`src/rtl/riscv_multicycle_ctrl.sv`:
```
// Multicycle control FSM for an RV32 integer datapath: sequences FETCH/DECODE/EXEC/MEM/WB
// and drives the datapath enables, with a memory-ready timeout, pause request and illegal trap.
module riscv_multicycle_ctrl #(
  parameter int unsigned MEM_TIMEOUT = 15,
  parameter int unsigned CNT_W       = 8
) (
  input  logic        clock,
  input  logic        rst,
  input  logic [31:0] instr,
  input  logic        alu_zero,
  input  logic        mem_ready,
  input  logic        halt_req,
  output logic        ir_load,
  output logic        pc_en,
  output logic        pc_sel_branch,
  output logic [3:0]  alu_op,
  output logic        alu_src_imm,
  output logic        reg_write,
  output logic        mem_read,
  output logic        mem_write,
  output logic        wb_sel_mem,
  output logic        illegal,
  output logic        mem_timeout,
  output logic [2:0]  state,
  output logic [31:0] retired
);

  typedef enum logic [2:0] {
    S_FETCH  = 3'd0,
    S_DECODE = 3'd1,
    S_EXEC   = 3'd2,
    S_MEM    = 3'd3,
    S_WB     = 3'd4,
    S_HALT   = 3'd5
  } state_e;

  typedef enum logic [2:0] {C_R, C_I, C_LW, C_SW, C_BEQ, C_ILL} cls_e;

  localparam logic [CNT_W-1:0] CNT_ONE = CNT_W'(1);
  localparam logic [CNT_W-1:0] CNT_TO  = CNT_W'(MEM_TIMEOUT);

  state_e           state_q;
  logic [6:0]       opcode_q;
  logic [2:0]       funct3_q;
  logic [6:0]       funct7_q;
  logic [CNT_W-1:0] cnt_q;
  logic             illegal_q;
  logic             mem_timeout_q;
  logic [31:0]      retired_q;

  cls_e             cls;
  logic [3:0]       aop_dec;
  logic             imm_dec;
  logic             unused_instr;

  assign unused_instr = ^{instr[24:15], instr[11:7]};

  always_comb begin
    cls     = C_ILL;
    aop_dec = '0;
    case (opcode_q)
      7'b0110011: begin
        case (funct3_q)
          3'b111: begin cls = C_R; aop_dec = 4'd0; end
          3'b110: begin cls = C_R; aop_dec = 4'd1; end
          3'b000: begin
            if (funct7_q == 7'b0000000) begin cls = C_R; aop_dec = 4'd2; end
            else if (funct7_q == 7'b0100000) begin cls = C_R; aop_dec = 4'd6; end
          end
          default: ;
        endcase
      end
      7'b0010011: begin
        case (funct3_q)
          3'b000: begin cls = C_I; aop_dec = 4'd2; end
          3'b111: begin cls = C_I; aop_dec = 4'd0; end
          3'b110: begin cls = C_I; aop_dec = 4'd1; end
          default: ;
        endcase
      end
      7'b0000011: if (funct3_q == 3'b010) begin cls = C_LW; aop_dec = 4'd2; end
      7'b0100011: if (funct3_q == 3'b010) begin cls = C_SW; aop_dec = 4'd2; end
      7'b1100011: if (funct3_q == 3'b000) begin cls = C_BEQ; aop_dec = 4'd6; end
      default: ;
    endcase
    imm_dec = (cls == C_I) || (cls == C_LW) || (cls == C_SW);
  end

  // Enables are decoded from state and latched fields; gating with rst keeps them low during reset.
  always_comb begin
    ir_load       = 1'b0;
    pc_en         = 1'b0;
    pc_sel_branch = 1'b0;
    alu_op        = '0;
    alu_src_imm   = 1'b0;
    reg_write     = 1'b0;
    mem_read      = 1'b0;
    mem_write     = 1'b0;
    wb_sel_mem    = 1'b0;
    if (rst) begin
      case (state_q)
        S_FETCH: ir_load = !halt_req;
        S_EXEC: begin
          alu_op      = aop_dec;
          alu_src_imm = imm_dec;
          if (cls == C_BEQ) begin
            pc_en         = 1'b1;
            pc_sel_branch = alu_zero;
          end
        end
        S_MEM: begin
          alu_op      = aop_dec;
          alu_src_imm = imm_dec;
          mem_read    = (cls == C_LW);
          mem_write   = (cls == C_SW);
          pc_en       = (cls == C_SW) && mem_ready;
        end
        S_WB: begin
          alu_op      = aop_dec;
          alu_src_imm = imm_dec;
          reg_write   = 1'b1;
          wb_sel_mem  = (cls == C_LW);
          pc_en       = 1'b1;
        end
        default: ;
      endcase
    end
  end

  always_ff @(posedge clock or negedge rst) begin
    if (!rst) begin
      state_q       <= S_FETCH;
      opcode_q      <= '0;
      funct3_q      <= '0;
      funct7_q      <= '0;
      cnt_q         <= '0;
      illegal_q     <= 1'b0;
      mem_timeout_q <= 1'b0;
      retired_q     <= '0;
    end else begin
      if (pc_en) retired_q <= retired_q + 32'd1;
      case (state_q)
        S_FETCH: begin
          if (!halt_req) begin
            opcode_q <= instr[6:0];
            funct3_q <= instr[14:12];
            funct7_q <= instr[31:25];
            state_q  <= S_DECODE;
          end
        end
        S_DECODE: begin
          if (cls == C_ILL) begin
            illegal_q <= 1'b1;
            state_q   <= S_HALT;
          end else begin
            state_q <= S_EXEC;
          end
        end
        S_EXEC: begin
          case (cls)
            C_R, C_I:   state_q <= S_WB;
            C_LW, C_SW: begin state_q <= S_MEM; cnt_q <= '0; end
            C_BEQ:      state_q <= S_FETCH;
            default:    state_q <= S_HALT;
          endcase
        end
        S_MEM: begin
          // A ready in the final allowed cycle takes priority over the timeout.
          if (mem_ready) begin
            state_q <= (cls == C_LW) ? S_WB : S_FETCH;
          end else begin
            cnt_q <= cnt_q + CNT_ONE;
            if ((cnt_q + CNT_ONE) == CNT_TO) begin
              mem_timeout_q <= 1'b1;
              state_q       <= S_HALT;
            end
          end
        end
        S_WB:    state_q <= S_FETCH;
        default: state_q <= S_HALT;
      endcase
    end
  end

  assign illegal     = illegal_q;
  assign mem_timeout = mem_timeout_q;
  assign state       = state_q;
  assign retired     = retired_q;

endmodule

```
`config.mk`:
```
export PLATFORM = sky130hd
export DESIGN_NAME = riscv_multicycle_ctrl
export DESIGN_NICKNAME = d
export VERILOG_FILES = /design/src/rtl/riscv_multicycle_ctrl.sv
export SDC_FILE = /design/constraint.sdc
export NUM_CORES = 1
export LEC_CHECK = 0
export BUFFER_PORTS_ARGS = -buffer_cell sky130_fd_sc_hd__buf_4
export CAP_MARGIN = 0
export CORE_AREA = 2 2 84 86
export CTS_CLUSTER_DIAMETER = 200
export DETAILED_ROUTE_END_ITERATION = 6
export DIE_AREA = 0 0 86 88
export PLACE_DENSITY_LB_ADDON = 0.1
export SETUP_SLACK_MARGIN = 0.3
export SLEW_MARGIN = 10
export SYNTH_ARGS = -nofsm -noshare
export SYNTH_HDL_FRONTEND = slang
export SYNTH_SLANG_ARGS = --single-unit
```
`constraint.sdc`:
```
create_clock -name clock -period 2.3 [get_ports clock]
set_input_delay 0.115 -clock clock [delete_from_list [all_inputs] [get_ports clock]]
set_output_delay 0.115 -clock clock [all_outputs]
set_load 0.01 [all_outputs]
```
==> impl_results.md <==
* Via-to-Cell Ratio at 5.797
* RSZ-0062 raised after global routing: yes
* Post-synth top flop: dfrtp_1
* Final period utilization at a little over nine tenths
* CTS tree: done
* Clk pin slew, worst setup/hold paths at roughly 0.070 ns
* Drt wl/cell at 16.73 um
* PD cells at about 410 nW/um^2
* Drt pass-1 iters at 4
* GPL Wtd Cong at 0.8604
* Seq/Total Area, Yosys at 44.72%
* H-tree levels at 3
* CP endpoint kind: flop
* Core Rows at 30
* Die height at 88 um
* Post-synth EDFFs at 0
* Reg2reg setup slack at 0.13 ns
* Vias in the first global route at just over 3000
* Largest net degree at the start of global routing at 65
* Setup_tns at 0 ns
* Die area at 7568 um^2
* Top cells by area, synth: dfrtp_1 45%, xor2_1 7.3%, mux2_2 5.8%
* Final Skew at roughly 0.009 ns
* Max Clock Freq at 461.6 MHz
* Power after layout at 2.096 mW
* Seq cells post-synth at 62
* Number of nets with antenna violations after routing at 0
* Leakage at 2.634 nW
* Worst Path Max Fanout at 4
* Dpl cell area at 4141 um^2
* IO Pins at 86
* CTS Sinks at 62
* Number of diodes at 0
* Cell variety after synth at 56
* GRT Overall Usage at about a quarter
* Max Cap Violations at 0
* Syn Inst Count at approximately 340
* Max rail drop VDD at around 0.0003 V
* CP Launch Type: flop
* Dpl hpwl at 5575 um
* # port buffers at 69
* Die W at 86 um
* Rel. slew slack at 45.95%
* DR vias at 3194
* CTS Buf Count at 9
* Syn. warnings at 0
* Global-route wire length before repair at 14680 um
* Most instantiated library cell after synthesis: dfrtp_1
* Worst Path Arrival at around 2.4 ns
* Outcome: finished with violations
* Drt initial violations at 175
* Area Overhead vs Synth at 47.42%
* Final setup margin at 0.1334 ns
* CTS root buf: clkbuf_8
* # nets final at 507
* Clk_lat worst skew at 0.34 ns
* Final Util at 76.99%
* Final min period at 2.167 ns
* Failing checks: negative hold slack
* Share of post-route cells with drive strength above 1 at 43.52%
* Mapped Avg Cell Area at between 10 and 15 um^2
* Area leader, netlist: dfrtp_1
* CP Data Required Time at 2.54 ns
* DR DRC count at 0
* Placed cell count at 494
* Slew @ Worst Pin at 0.8107 ns
* Critical path class: flop to flop
* Initial antenna violation count at 0
* Synth Net Count at approximately 380
* Total gr overflow at 0
* CTS Buffer Depth at 2
* Final wirelength at 9217 um
* Critical Path Start: funct3_q[0]
* Commonest cells in the netlist: 62 x dfrtp_1, 32 x nand2_1, 29 x xor2_1
* RR Startpoint: funct3_q[0]
* Finished Cell Area at 5115 um^2
* Asr flop ratio synth at 100.0%
* Hold slack at -0.02204 ns
* Hold crit path type: input port to async pin
* Top cell type's share of synthesized area at 44.72%
* Initial Util at 52.22%
* Final setup viols at 0
* Synthesized cell area at 3470 um^2
* Setup WS pre-CTS at 0.2559 ns
* Slew Viols, Final at 0
* Hold Violations, Final at 10
* Core area at ~6600 um^2
* Post-route insts no fill at 551
## cells by family after synthesis
family,share of synthesized area (%)
adders and majority gates,1.082
buffers and inverters,3.858
other,0.1081
DFF,44.72
xor gates and xnor gates,8.835
and+or+nand+nor,27.66
muxes,5.842
AOI/OAI and AO/OA,7.898
## worst max-delay path, stage by stage (launching register included)
cell and delay [ns]:
dfrtp_2 0.45, nor4b_4 0.39, buf_4 0.20, buf_6 0.10, a211oi_4 0.04, a2111oi_4 0.41, buf_4 0.21, o2111ai_1 0.10
and3_1 0.16
## repair_timing
action,CTS,global route
hold buffers,16,0
endpoints found under the hold margin,16,0
setup buffers,15,9
cloned,1,1
setup endpoints to repair,17,49
resized for setup,21,60
pin swaps,18,44
## final cells by class
type                       count  area [um^2]
fill                         449         1529
multi-input combinational    256         2193
timing repair buffer         129         1077
clock inverter                 5        27.53
inverter                       9        33.78
tap                           80        100.1
clock buffer                  10        127.6
sequential                    62         1555
## state kept, by name, summed over array words and instances, names as in the netlist
signal       cells
opcode_q         7
funct3_q         3
state            3
retired         32
illegal          1
mem_timeout      1
cnt_q            8
funct7_q         7
## final timing paths
check / to / cells after the start
hold / removal: illegal / 2
hold reg to reg: mem_timeout / 1
max in group asynchronous: funct3_q[2] / 2
setup reg to reg: state[0] / 8
min in group clock: funct7_q[0] / 2
setup / recovery: state[0] / 8
## cell usage in the layout, fill, tap and decap left out, types with 2 or more instances in the layout
cell / n
nand3_1: 16
o2111ai_1: 2
nor3_4: 10
buf_6: 5
o21ai_0: 14
nand4_1: 13
dlygate4sd3_1: 16
dfrtp_2: 3
nand4b_1: 2
o22ai_1: 2
mux2_2: 18
o211ai_1: 2
nor4_2: 6
clkbuf_8: 9
dfrtp_1: 59
nand2_4: 2
nor4_4: 8
and2_1: 4
xnor2_1: 6
nand2b_1: 2
nand3b_1: 4
nor2_1: 16
nor2_4: 5
nor4b_4: 4
a21oi_1: 6
inv_1: 8
ha_1: 3
o31ai_1: 2
xor2_1: 29
and3_1: 9
clkinv_2: 4
buf_4: 105
nor2b_2: 2
nand2_1: 29
nor3_1: 5
nor3_2: 2
## per-layer routing
layer	routed length (um)	GRT usage (%)
met1	3909	32.97
met2	4498	39.11
met4	257	11.83
met3	551	4.901
met5	0	0
## where the power goes
group / leakage [nW] / switching (mW) / internal [mW] / total [mW]
clock network: 0.0817 / 0.425 / 0.377 / 0.802
registers: 0.821 / 0.0160 / 1.11 / 1.12
logic: 1.73 / 0.0830 / 0.0892 / 0.172
total: 2.63 / 0.524 / 1.57 / 2.10
Power figures use the tool's default switching activity.
